--- src/rtl/rom_scan_reader_if.sv ---
// Scan-reader bundle: scan request/status, synchronous ROM read port and captured-word stream.
// master = reader side, slave = environment side (ROM plus consumer).
interface rom_scan_reader_if #(
  parameter int ADDR_W = 4,
  parameter int DATA_W = 4
);

  logic              start;
  logic [ADDR_W-1:0] start_addr;
  logic [ADDR_W-1:0] end_addr;
  logic              rom_read_enable;
  logic [ADDR_W-1:0] rom_addr;
  logic [DATA_W-1:0] rom_data;
  logic [DATA_W-1:0] data_out;
  logic [ADDR_W-1:0] data_addr;
  logic              data_valid;
  logic              data_ready;
  logic              busy;
  logic              done;
  logic [7:0]        checksum;

  modport master (
    input  start, start_addr, end_addr, rom_data, data_ready,
    output rom_read_enable, rom_addr, data_out, data_addr, data_valid,
           busy, done, checksum
  );

  modport slave (
    output start, start_addr, end_addr, rom_data, data_ready,
    input  rom_read_enable, rom_addr, data_out, data_addr, data_valid,
           busy, done, checksum
  );

endinterface

--- src/rtl/rom_scan_reader.sv ---
// Scans an inclusive, wrapping ROM address range one word per 3 cycles; data_valid 3 cycles after start.
// A word is held stable in HOLD until data_ready; the scan stalls there with no further ROM reads.
module rom_scan_reader #(
  parameter int ADDR_W = 4,
  parameter int DATA_W = 4
) (
  input  logic                clk,
  input  logic                rst_n,
  rom_scan_reader_if.master   bus
);

  localparam logic [2:0] IDLE  = 3'd0;
  localparam logic [2:0] ISSUE = 3'd1;
  localparam logic [2:0] WAIT  = 3'd2;
  localparam logic [2:0] HOLD  = 3'd3;
  localparam logic [2:0] DONE  = 3'd4;

  localparam int EXT_W = (DATA_W > 8) ? DATA_W : 8;

  logic [2:0]        state;
  logic [2:0]        state_nxt;
  logic [ADDR_W-1:0] cur_addr;
  logic [ADDR_W-1:0] last_addr;
  logic [DATA_W-1:0] data_out_q;
  logic [ADDR_W-1:0] data_addr_q;
  logic              data_valid_q;
  logic [7:0]        checksum_q;
  logic [EXT_W-1:0]  word_wide;
  logic [7:0]        word_ext;
  logic              last_word;

  // Checksum is mod 256, so only the low byte of the zero-extended word matters.
  assign word_wide = EXT_W'(bus.rom_data);
  assign word_ext  = word_wide[7:0];
  assign last_word = (cur_addr == last_addr);

  always_comb begin
    state_nxt = state;
    case (state)
      IDLE:    if (bus.start) state_nxt = ISSUE;
      ISSUE:   state_nxt = WAIT;
      WAIT:    state_nxt = HOLD;
      HOLD:    if (bus.data_ready) state_nxt = last_word ? DONE : ISSUE;
      DONE:    state_nxt = IDLE;
      default: state_nxt = IDLE;
    endcase
  end

  always_ff @(posedge clk or negedge rst_n) begin
    if (!rst_n) begin
      state        <= IDLE;
      cur_addr     <= '0;
      last_addr    <= '0;
      data_out_q   <= '0;
      data_addr_q  <= '0;
      data_valid_q <= 1'b0;
      checksum_q   <= 8'd0;
    end else begin
      state <= state_nxt;
      case (state)
        IDLE: begin
          if (bus.start) begin
            cur_addr   <= bus.start_addr;
            last_addr  <= bus.end_addr;
            checksum_q <= 8'd0;
          end
        end
        WAIT: begin
          // The ROM word for cur_addr is on rom_data during this cycle.
          data_out_q   <= bus.rom_data;
          data_addr_q  <= cur_addr;
          checksum_q   <= checksum_q + word_ext;
          data_valid_q <= 1'b1;
        end
        HOLD: begin
          if (bus.data_ready) begin
            data_valid_q <= 1'b0;
            if (!last_word) cur_addr <= cur_addr + ADDR_W'(1);
          end
        end
        default: ;
      endcase
    end
  end

  assign bus.rom_read_enable = (state == ISSUE);
  assign bus.rom_addr        = cur_addr;
  assign bus.data_out        = data_out_q;
  assign bus.data_addr       = data_addr_q;
  assign bus.data_valid      = data_valid_q;
  assign bus.busy            = (state != IDLE);
  assign bus.done            = (state == DONE);
  assign bus.checksum        = checksum_q;

endmodule

--- src/flat_wrapper.sv ---
// flat-port wrapper written by rule: the top's interface ports become plain ports
module rom_scan_reader_flat 
#(
  parameter int ADDR_W = 4,
  parameter int DATA_W = 4
)
  (clk, rst_n, bus_start, bus_start_addr, bus_end_addr, bus_rom_data, bus_data_ready, bus_rom_read_enable, bus_rom_addr, bus_data_out, bus_data_addr, bus_data_valid, bus_busy, bus_done, bus_checksum);
  rom_scan_reader_if #(.ADDR_W(ADDR_W), .DATA_W(DATA_W)) bus_i ();
  input  logic clk;
  input  logic rst_n;
  input wire logic [$bits(bus_i.start)-1:0] bus_start;
  input wire logic [$bits(bus_i.start_addr)-1:0] bus_start_addr;
  input wire logic [$bits(bus_i.end_addr)-1:0] bus_end_addr;
  input wire logic [$bits(bus_i.rom_data)-1:0] bus_rom_data;
  input wire logic [$bits(bus_i.data_ready)-1:0] bus_data_ready;
  output wire logic [$bits(bus_i.rom_read_enable)-1:0] bus_rom_read_enable;
  output wire logic [$bits(bus_i.rom_addr)-1:0] bus_rom_addr;
  output wire logic [$bits(bus_i.data_out)-1:0] bus_data_out;
  output wire logic [$bits(bus_i.data_addr)-1:0] bus_data_addr;
  output wire logic [$bits(bus_i.data_valid)-1:0] bus_data_valid;
  output wire logic [$bits(bus_i.busy)-1:0] bus_busy;
  output wire logic [$bits(bus_i.done)-1:0] bus_done;
  output wire logic [$bits(bus_i.checksum)-1:0] bus_checksum;
  assign bus_i.start = bus_start;
  assign bus_i.start_addr = bus_start_addr;
  assign bus_i.end_addr = bus_end_addr;
  assign bus_i.rom_data = bus_rom_data;
  assign bus_i.data_ready = bus_data_ready;
  assign bus_rom_read_enable = bus_i.rom_read_enable;
  assign bus_rom_addr = bus_i.rom_addr;
  assign bus_data_out = bus_i.data_out;
  assign bus_data_addr = bus_i.data_addr;
  assign bus_data_valid = bus_i.data_valid;
  assign bus_busy = bus_i.busy;
  assign bus_done = bus_i.done;
  assign bus_checksum = bus_i.checksum;
  rom_scan_reader #(.ADDR_W(ADDR_W), .DATA_W(DATA_W)) u_core (.clk(clk), .rst_n(rst_n), .bus(bus_i));
endmodule
--- config.mk ---
export PLATFORM = sky130hd
export DESIGN_NAME = rom_scan_reader_flat
export DESIGN_NICKNAME = d
export VERILOG_FILES = /design/src/rtl/rom_scan_reader_if.sv /design/src/rtl/rom_scan_reader.sv /design/src/flat_wrapper.sv
export SDC_FILE = /design/constraint.sdc
export NUM_CORES = 1
export LEC_CHECK = 0
export CORE_ASPECT_RATIO = 0.7
export CORE_MARGIN = 8
export CORE_UTILIZATION = 45
export CTS_CLUSTER_DIAMETER = 100
export DETAILED_ROUTE_END_ITERATION = 10
export PLACE_DENSITY = 0.75
export SLEW_MARGIN = 25
export SYNTH_ARGS = -nofsm -noshare
export SYNTH_HDL_FRONTEND = slang
export SYNTH_SLANG_ARGS = --single-unit
--- constraint.sdc ---
create_clock -name clk -period 4.6 [get_ports clk]
set_input_delay 0.92 -clock clk [delete_from_list [all_inputs] [get_ports clk]]
set_output_delay 0.92 -clock clk [all_outputs]
set_load 0.005 [all_outputs]
**Word level (Yosys, flattened, before mapping)**

Index checks and enable logic that the tools add are counted.

- Register bits: 28
- Input port bits: 16
- Output and inout port bits: 24
- Logic and storage cells: 39

- Add/subtract/negate cells: 2
- Equal/unequal tests: 8
- Mux-type cells: 12
- Reductions and logical operators: 10

Operators with widths:

| cell | number |
|---|---|
| $pmux 8 s2 | 1 |
| $mux 4 | 3 |
| $pmux 3 s4 | 1 |
| $mux 3 | 3 |
| $add 8x4->8 | 1 |
| $mux 8 | 1 |
| $pmux 4 s2 | 1 |
| $reduce_and 2->1 | 4 |
| $eq 3x2->1 const B | 2 |
| $ne 2x2->1 const B | 3 |
| $reduce_bool 2->1 | 3 |
| $add 4x1->4 const B | 1 |
| $eq 4x4->1 | 1 |
| $reduce_and 4->1 | 1 |
| $eq 3x1->1 const B | 1 |
| $eq 3x3->1 const B | 1 |
| $logic_not 3->1 | 1 |
| $reduce_bool 3->1 | 1 |
| $pmux 1 s2 | 1 |
| $mux 1 | 1 |

**Depth between registers and ports, before layout**

Gate-level depths: netlist (run 1).

- Depth in word-level cells: 4
- Depth in mapped cells: 6
- Depth with buffers taken out: 6

**Worst setup path after synthesis (run 1)**

OpenSTA, ideal clock, no wires.

- Path kind: input to register
- From: input bus_rom_data[0]
- To: register u_core.checksum_q[4] (netlist: u_core.bus.checksum[4])
- Setup time: 0.079 ns
- Arrival time: 2.175 ns
- Required time: 4.521 ns
- Slack: 2.346 ns
- Stages on the path: 6
- Path buffers: 0
- Cell sequence: ha_1 fa_1 a21o_1 a21oi_1 nand2b_1 mux2i_1

- Word-level cells in the longest chain between the ends: 2

RTL lines:

| what | RTL line | text |
|---|---|---|
| from (decl) | flat_wrapper.sv:14 | `input wire logic [$bits(bus_i.rom_data)-1:0] bus_rom_data;` |
| $add 8x4->8 | rom_scan_reader.sv:72 | `checksum_q <= checksum_q + word_ext;` |
| $pmux 8 s2 | rom_scan_reader.sv:60 | `case (state)` |
| to (signal assigned) | rom_scan_reader.sv:72 |  |
| to (decl) | rom_scan_reader.sv:27 | `logic [7:0] checksum_q;` |

Every way passes these cells.
A chain may end at the register's enable or synchronous reset.

**Worst setup path after layout (run 1)**

- From: register u_core.state[0]
- To: output bus_busy

- Word-level cells in the longest chain between the ends: 1

RTL lines:

| what | RTL line | text |
|---|---|---|
| from (decl) | rom_scan_reader.sv:20 | `logic [2:0] state;` |
| from (signal assigned) | rom_scan_reader.sv:59 | `state <= state_nxt;` |
| $reduce_bool 3->1 | rom_scan_reader.sv:91 | `assign bus.busy = (state != IDLE);` |
| to (decl) | flat_wrapper.sv:21 | `output wire logic [$bits(bus_i.busy)-1:0] bus_busy;` |

Every way passes these cells.

==> results of run 1 <==
worst reg2reg max path, delay by kind of cell (launching register included):
kind | cells | cell delay (ns)
flops | 1 | 0.53
simple gates | 2 | 1.01
compound gates | 1 | 0.29
flip-flops by register name, summed over array words and instances, names as in the netlist:
signal,flops
u_core.bus.checksum,8
u_core.bus.data_addr,4
u_core.bus.data_out,4
u_core.bus.rom_addr,4
u_core.last_addr,4
u_core.state,3
u_core.bus.data_valid,1
where the power goes:
| group | switching (uW) | internal [uW] | total, uW |
|---|---|---|---|
| Clock | 71.4 | 76.5 | 148 |
| Combinational | 238 | 368 | 606 |
| Sequential | 122 | 358 | 480 |
logic make-up after synthesis:
logic type / after synthesis / synth area share [%]
XOR/XNOR: 5 / 2.946
multiplexers: 11 / 8.081
AND/OR/NAND/NOR: 44 / 18.69
adder cells (fa/ha/maj): 6 / 5.556
AO/OA/AOI/OAI: 28 / 13.30
flip-flops: 28 / 47.14
buffers and inverters: 9 / 4.292
layer usage:
| layer | track usage [%] | wire length [um] | up-vias |
|---|---|---|---|
| li1 | - | - | 550 |
| met1 | 15.91 | 1580 | 527 |
| met2 | 19.47 | 1435 | 24 |
| met3 | 5.102 | 192 | 2 |
| met4 | 3.091 | 18 | 0 |
| met5 | 0 | 0 | - |
placed cells by master (no fill, tap or decap), types with 2 or more instances in the layout:
| cell | n |
|---|---|
| a22o_1 | 4 |
| o21ai_1 | 2 |
| o211ai_1 | 2 |
| nand3b_1 | 2 |
| a211o_1 | 2 |
| xnor2_1 | 4 |
| clkdlybuf4s50_1 | 39 |
| inv_1 | 4 |
| and3_1 | 3 |
| a211oi_1 | 3 |
| nor3b_1 | 2 |
| nand2_1 | 18 |
| clkbuf_8 | 4 |
| o21ai_0 | 3 |
| a31oi_1 | 3 |
| nor2_1 | 5 |
| dfrtp_1 | 28 |
| a21o_1 | 3 |
| nand2b_1 | 2 |
| mux2_2 | 8 |
| ha_1 | 5 |
| a21oi_1 | 2 |
| mux2i_1 | 3 |
cells in the mapped netlist, drive strengths merged:
library cell	n	area [um^2]
or4b	1	13.76
a21oi	2	10.01
nor2	6	38.79
a21o	3	22.52
mux2i	3	30.03
mux2	8	90.09
nand4b	1	8.760
dfrtp	28	700.7
buf	5	48.79
nand2b	2	12.51
xnor2	4	35.03
nor3b	4	46.29
o21bai	1	7.510
o21ai	5	25.02
nand4	1	6.260
a211o	2	17.52
o2bb2ai	1	8.760
or3	1	11.26
and3	3	18.77
and4b	1	10.01
o31ai	1	7.510
a31oi	3	18.77
a211oi	3	22.52
fa	1	20.02
nand2	19	73.82
a22o	4	35.03
xor2	1	8.760
and4	1	8.760
nand3	1	5.000
a22oi	1	7.510
ha	5	62.56
inv	4	15.01
nand3b	2	15.01
nor4b	1	8.760
o211ai	2	15.01
cell type report:
class | count | area [um^2] | share of cell area [%]
Multi-Input combinational cell | 94 | 721.9 | 37.25
Sequential cell | 28 | 700.7 | 36.15
Timing Repair Buffer | 40 | 397.9 | 20.53
Clock buffer | 4 | 55.05 | 2.841
Tap cell | 38 | 47.55 | 2.453
Inverter | 4 | 15.01 | 0.7747
stage by stage:
stage	instances	utilization [%]
6_report	208	61.57
5_1_grt	208	61.57
4_1_cts	208	61.57
3_5_place_dp	204	59.82
3_3_place_gp	204	59.82
2_1_floorplan	131	-
worst paths after layout:
kind | start | endpoint | slack (ns) | depth (start not counted)
max | u_core.state[0] | bus_busy | 1.98 | 2
min | u_core.bus.checksum[7] | u_core.bus.checksum[7] | 0.49 | 1
max reg2reg | u_core.state[1] | u_core.bus.checksum[2] | 2.66 | 3
min reg2reg | u_core.bus.checksum[7] | u_core.bus.checksum[7] | 0.49 | 1
max in group asynchronous | rst_n | u_core.bus.checksum[6] | 3.32 | 2
min in group asynchronous | rst_n | u_core.bus.data_addr[0] | 1.02 | 2
==> impl_metrics.json, run 1 <==
{
  "first_global_vias": 1156,
  "numCtsBuffers": 3,
  "placedInstanceArea_mm2": 0.001883,
  "layout-drive-gt1-share_pct": 11.18,
  "cts_setup_buffers": 0,
  "hold-worst-slack_ns": 0.4865,
  "global_route_wire_length_before_repair_um": 5526,
  "postCtsHoldBufs": 0,
  "post_synth_inst_count": 131,
  "slew_limit_headroom_pct": 45.55,
  "worstMarginPinSlew_ns": 0.8158,
  "grt_max_degree": 29,
  "startpoint_type": "flop",
  "worstPathBufferInverterCount": 1,
  "worst_slack_ns": 1.975,
  "postSynthNetCount": 153,
  "p_leak_uw": 0.0008875,
  "wirelength_um": 3227,
  "min_period_over_period_pct": 57.06,
  "tns_ns": 0,
  "max_stage_delay_ns": 0.52,
  "timing.setup.critical_path_class": "reg2out",
  "mapped_area_mm2": 0.001486,
  "drt_iter0_markers": 35,
  "die_width_um": 84.70,
  "finClkSkew_ns": 0.002509,
  "placement.setup.worst_slack_ns": 1.770,
  "fin_crit_ns": 2.625,
  "post_synthesis_to_final_layout_area_growth_pct": 30.39,
  "antenna_found_initial": 0,
  "die_height_um": 64.09,
  "gp_congestion": 0.7788,
  "critical_path_cell_sequence": "or3_4, clkdlybuf4s50_1",
  "worst_voltage_drop_across_the_vdd_grid_v": 0.0003333,
  "diodes": 0,
  "num-nets-final": 193,
  "place_hpwl_um": 2378,
  "io_buffer_count": 39,
  "num_vias": 1103,
  "clock_tree.htree_level_count": 1,
  "routed_via_density": 5.303,
  "hold_viol": 0,
  "floorplan.rows": 17,
  "ys_types": 41,
  "critical-path-slowest-cell": "dfrtp_1",
  "timing.fmax_mhz": 381.0,
  "finalMaxSlewViolations": 0,
  "ant_nets": 0,
  "cts.sinks": 28,
  "clock_pin_slew_on_the_worst_setup_and_hold_paths_ns": 0.09,
  "synth.ff_latch_count": 28,
  "overflow": 0,
  "status": "finished clean",
  "start_util_pct": 47.22,
  "worstHoldPathType": "reg2reg",
  "cts_root_buf": "clkbuf_8",
  "finalSetupViolations": 0,
  "signal_arrival_time_at_the_worst_endpoint_ns": 1.70,
  "clock_latency_ns": 0.27,
  "final.fill_count": 266,
  "dr.pass1.iters": 4,
  "cts_tree": "built",
  "placeableCoreArea_mm2": 0.003148,
  "fin_total_pwr_uw": 1234,
  "cap_viol_max_count": 0,
  "floorplan.die_area_mm2": 0.005428,
  "synth-warning-count": 0,
  "ioPinCount": 40,
  "grt_setup_unrepaired": "no",
  "path_max_fanout": 11,
  "post_cts.resized_instances": 0,
  "crit_family": "flip-flops",
  "detail_route.wl_per_cell_um": 15.51,
  "power.density_mw_per_mm2": 636.7,
  "setup.worst_path.end_class": "output port",
  "clockBufferDepth": 2,
  "worst-endpoint-required_ns": 3.68,
  "drt_drc_violations_left": 0,
  "track_usage_pct": 12.54,
  "syn-mean-instance-area_um2": 11.35,
  "finish.instance_area_mm2": 0.001938,
  "synth.yosys.seq_area_share_pct": 47.14
}
(Power assumes the default switching activity.)
==> run 2: changes to the inputs <==
CORE_UTILIZATION = 43   (was 45)
clock period = 2.4 ns   (was 4.6 ns; I/O delays follow)
==> impl_metrics.json, run 2 (same netlist as run 1, synthesis figures left out) <==
{
  "first_global_vias": 1195,
  "finalSetupViolations": 0,
  "timing.setup.critical_path_class": "reg2out",
  "track_usage_pct": 12.43,
  "place_hpwl_um": 2511,
  "power.combinational.fraction_pct": 48.1,
  "finClkSkew_ns": 0.008133,
  "floorplan.rows": 18,
  "clock_tree.htree_level_count": 1,
  "hold_viol": 0,
  "path_max_fanout": 12,
  "routed_via_density": 5.247,
  "finalMaxSlewViolations": 0,
  "hold_path_startpoint": "u_core.bus.checksum[7]",
  "cts_tree": "built",
  "num_vias": 1170,
  "diodes": 0,
  "internal_power_uw": 1642,
  "grt.met3_usage_pct": 4.234,
  "dp.cells": 219,
  "worstHoldPathType": "reg2reg",
  "gp_congestion": 0.7862,
  "io_buffer_count": 39,
  "overflow": 0,
  "startpoint_type": "flop",
  "die_height_um": 65.19,
  "numCtsBuffers": 3,
  "detail_route.wl_per_cell_um": 15.09,
  "start_util_pct": 43.42,
  "cts.sinks": 28,
  "ant_nets": 0,
  "hold_end": "u_core.bus.checksum[7]",
  "worstRegToRegCells": 3,
  "drt_drc_violations_left": 0,
  "die_width_um": 86.27,
  "postCtsHoldBufs": 0,
  "switching_share_pct": 34.17,
  "post_cts.resized_instances": 0,
  "ioPinCount": 40,
  "clockBufferDepth": 2,
  "timing.fmax_mhz": 453.2,
  "timing.rr.start": "u_core.state[1]",
  "cts_root_buf": "clkbuf_8",
  "critical_path.reg2reg.endpoint": "u_core.bus.data_addr[1]",
  "antenna_found_initial": 0,
  "layout-drive-gt1-share_pct": 12.72,
  "most_common_library_cell_in_the_layout_ignoring_fill_and_taps": "clkdlybuf4s50_1",
  "placedInstanceArea_mm2": 0.001921,
  "signal_arrival_time_at_the_worst_endpoint_ns": 1.73,
  "drt_iter0_markers": 48,
  "clock_share_of_power_pct": 14.9,
  "power.density_mw_per_mm2": 1252,
  "grt.busiest_layer": "met2",
  "groute.layer.met2.usage_pct": 19.14,
  "largest_register_ff_count": 8,
  "cell_depth_of_the_worst_min_delay_path": 1,
  "grt_setup_unrepaired": "no",
  "fin_crit_ns": 2.207,
  "min_period_over_period_pct": 91.95,
  "post_synthesis_to_final_layout_area_growth_pct": 34.01,
  "tns_ns": 0,
  "worst_slack_ns": 0.1933,
  "num-nets-final": 196,
  "status": "finished clean",
  "finish.instance_area_mm2": 0.001992,
  "global_route_wire_length_before_repair_um": 5609,
  "worst-endpoint-required_ns": 1.92,
  "floorplan.die_area_mm2": 0.005624,
  "worstMarginPinSlew_ns": 0.6549,
  "seq_power_share_pct": 37.0,
  "switchingPower_uw": 852.2,
  "cts_setup_buffers": 0,
  "fin_total_pwr_uw": 2494,
  "slew_limit_headroom_pct": 56.29,
  "p_leak_uw": 0.0009094,
  "worst_voltage_drop_across_the_vdd_grid_v": 0.0005470,
  "finish.cell_count_without_fillers": 223,
  "use_met1_pct": 15.83,
  "setup.worst_path.end_class": "output port",
  "reg2reg_slack_ns": 0.51,
  "final.fill_count": 301,
  "dr.pass1.iters": 4,
  "placement.setup.worst_slack_ns": 0.05047,
  "wirelength_um": 3364,
  "worstSetupStartpoint": "u_core.state[1]",
  "placeableCoreArea_mm2": 0.003423,
  "cap_viol_max_count": 0,
  "clock_pin_slew_on_the_worst_setup_and_hold_paths_ns": 0.10,
  "clock_latency_ns": 0.28,
  "layout.cells.most_common_list": "39 x clkdlybuf4s50_1, 28 x dfrtp_1, 18 x nand2_1, 8 x mux2_2",
  "grt_max_degree": 29
}
## run 2: cell types whose count changed in the layout (fill, tap and decap cells not counted)
| cell | before | now |
|---|---|---|
| clkbuf_8 | 4 | 3 |
| bufinv_16 | 0 | 1 |
| buf_4 | 1 | 4 |
## run 2: power groups by stage
stage / combinational, uW / sequential (uW) / clock [uW]
after detailed placement: 1210 / 932 / 0
after global placement: 1180 / 918 / 0
after floorplan: 726 / 868 / 0
final: 1200 / 923 / 371
after CTS: 1220 / 923 / 381
after global routing: 1310 / 956 / 400
## run 2: final cells by class
cell class | count | area [um^2] | area share [%]
inverters | 4 | 15.01 | 0.7538
flip-flops and latches | 28 | 700.7 | 35.18
well taps | 50 | 62.56 | 3.141
clock buffers | 3 | 41.29 | 2.073
clock inverters | 1 | 30.03 | 1.508
repair buffers | 43 | 420.4 | 21.11
multi-input cells | 94 | 721.9 | 36.24
## run 2: per-layer routing
| layer | routed length (um) | up-vias |
|---|---|---|
| li1 | - | 558 |
| met1 | 1571 | 567 |
| met2 | 1549 | 39 |
| met4 | 36 | 0 |
| met3 | 206 | 6 |
| met5 | 0 | - |
## run 2: how the worst max path moves through the flow
stage / end / slack, ns / cells past startpoint
final: bus_busy / 0.19 / 2
after global routing: bus_busy / 0.13 / 2
after CTS: bus_busy / 0.18 / 2
after detailed placement: u_core.bus.checksum[4] / 0.05 / 7
after global placement: u_core.bus.checksum[4] / 0.12 / 7
after floorplan: u_core.bus.checksum[4] / 0.59 / 6
## run 2: stage by stage
stage,hold WS (ns),utilization (%)
after floorplan,0.1844,-
final,0.4951,58.19
after CTS,0.4976,58.19
after global routing,0.5132,58.19
after global placement,0.4619,56.10
after detailed placement,0.4654,56.10
## run 2: worst max-delay path, stage by stage (launching register included)
cell             delay, ns
dfrtp_1               0.52
or3_4                 0.47
clkdlybuf4s50_1       0.46
==> run 3: changes to the inputs <==
TNS_END_PERCENT = 30   (was unset)
==> results of run 3 <==
Final layout, timing and power as in run 2 (identical DEF).
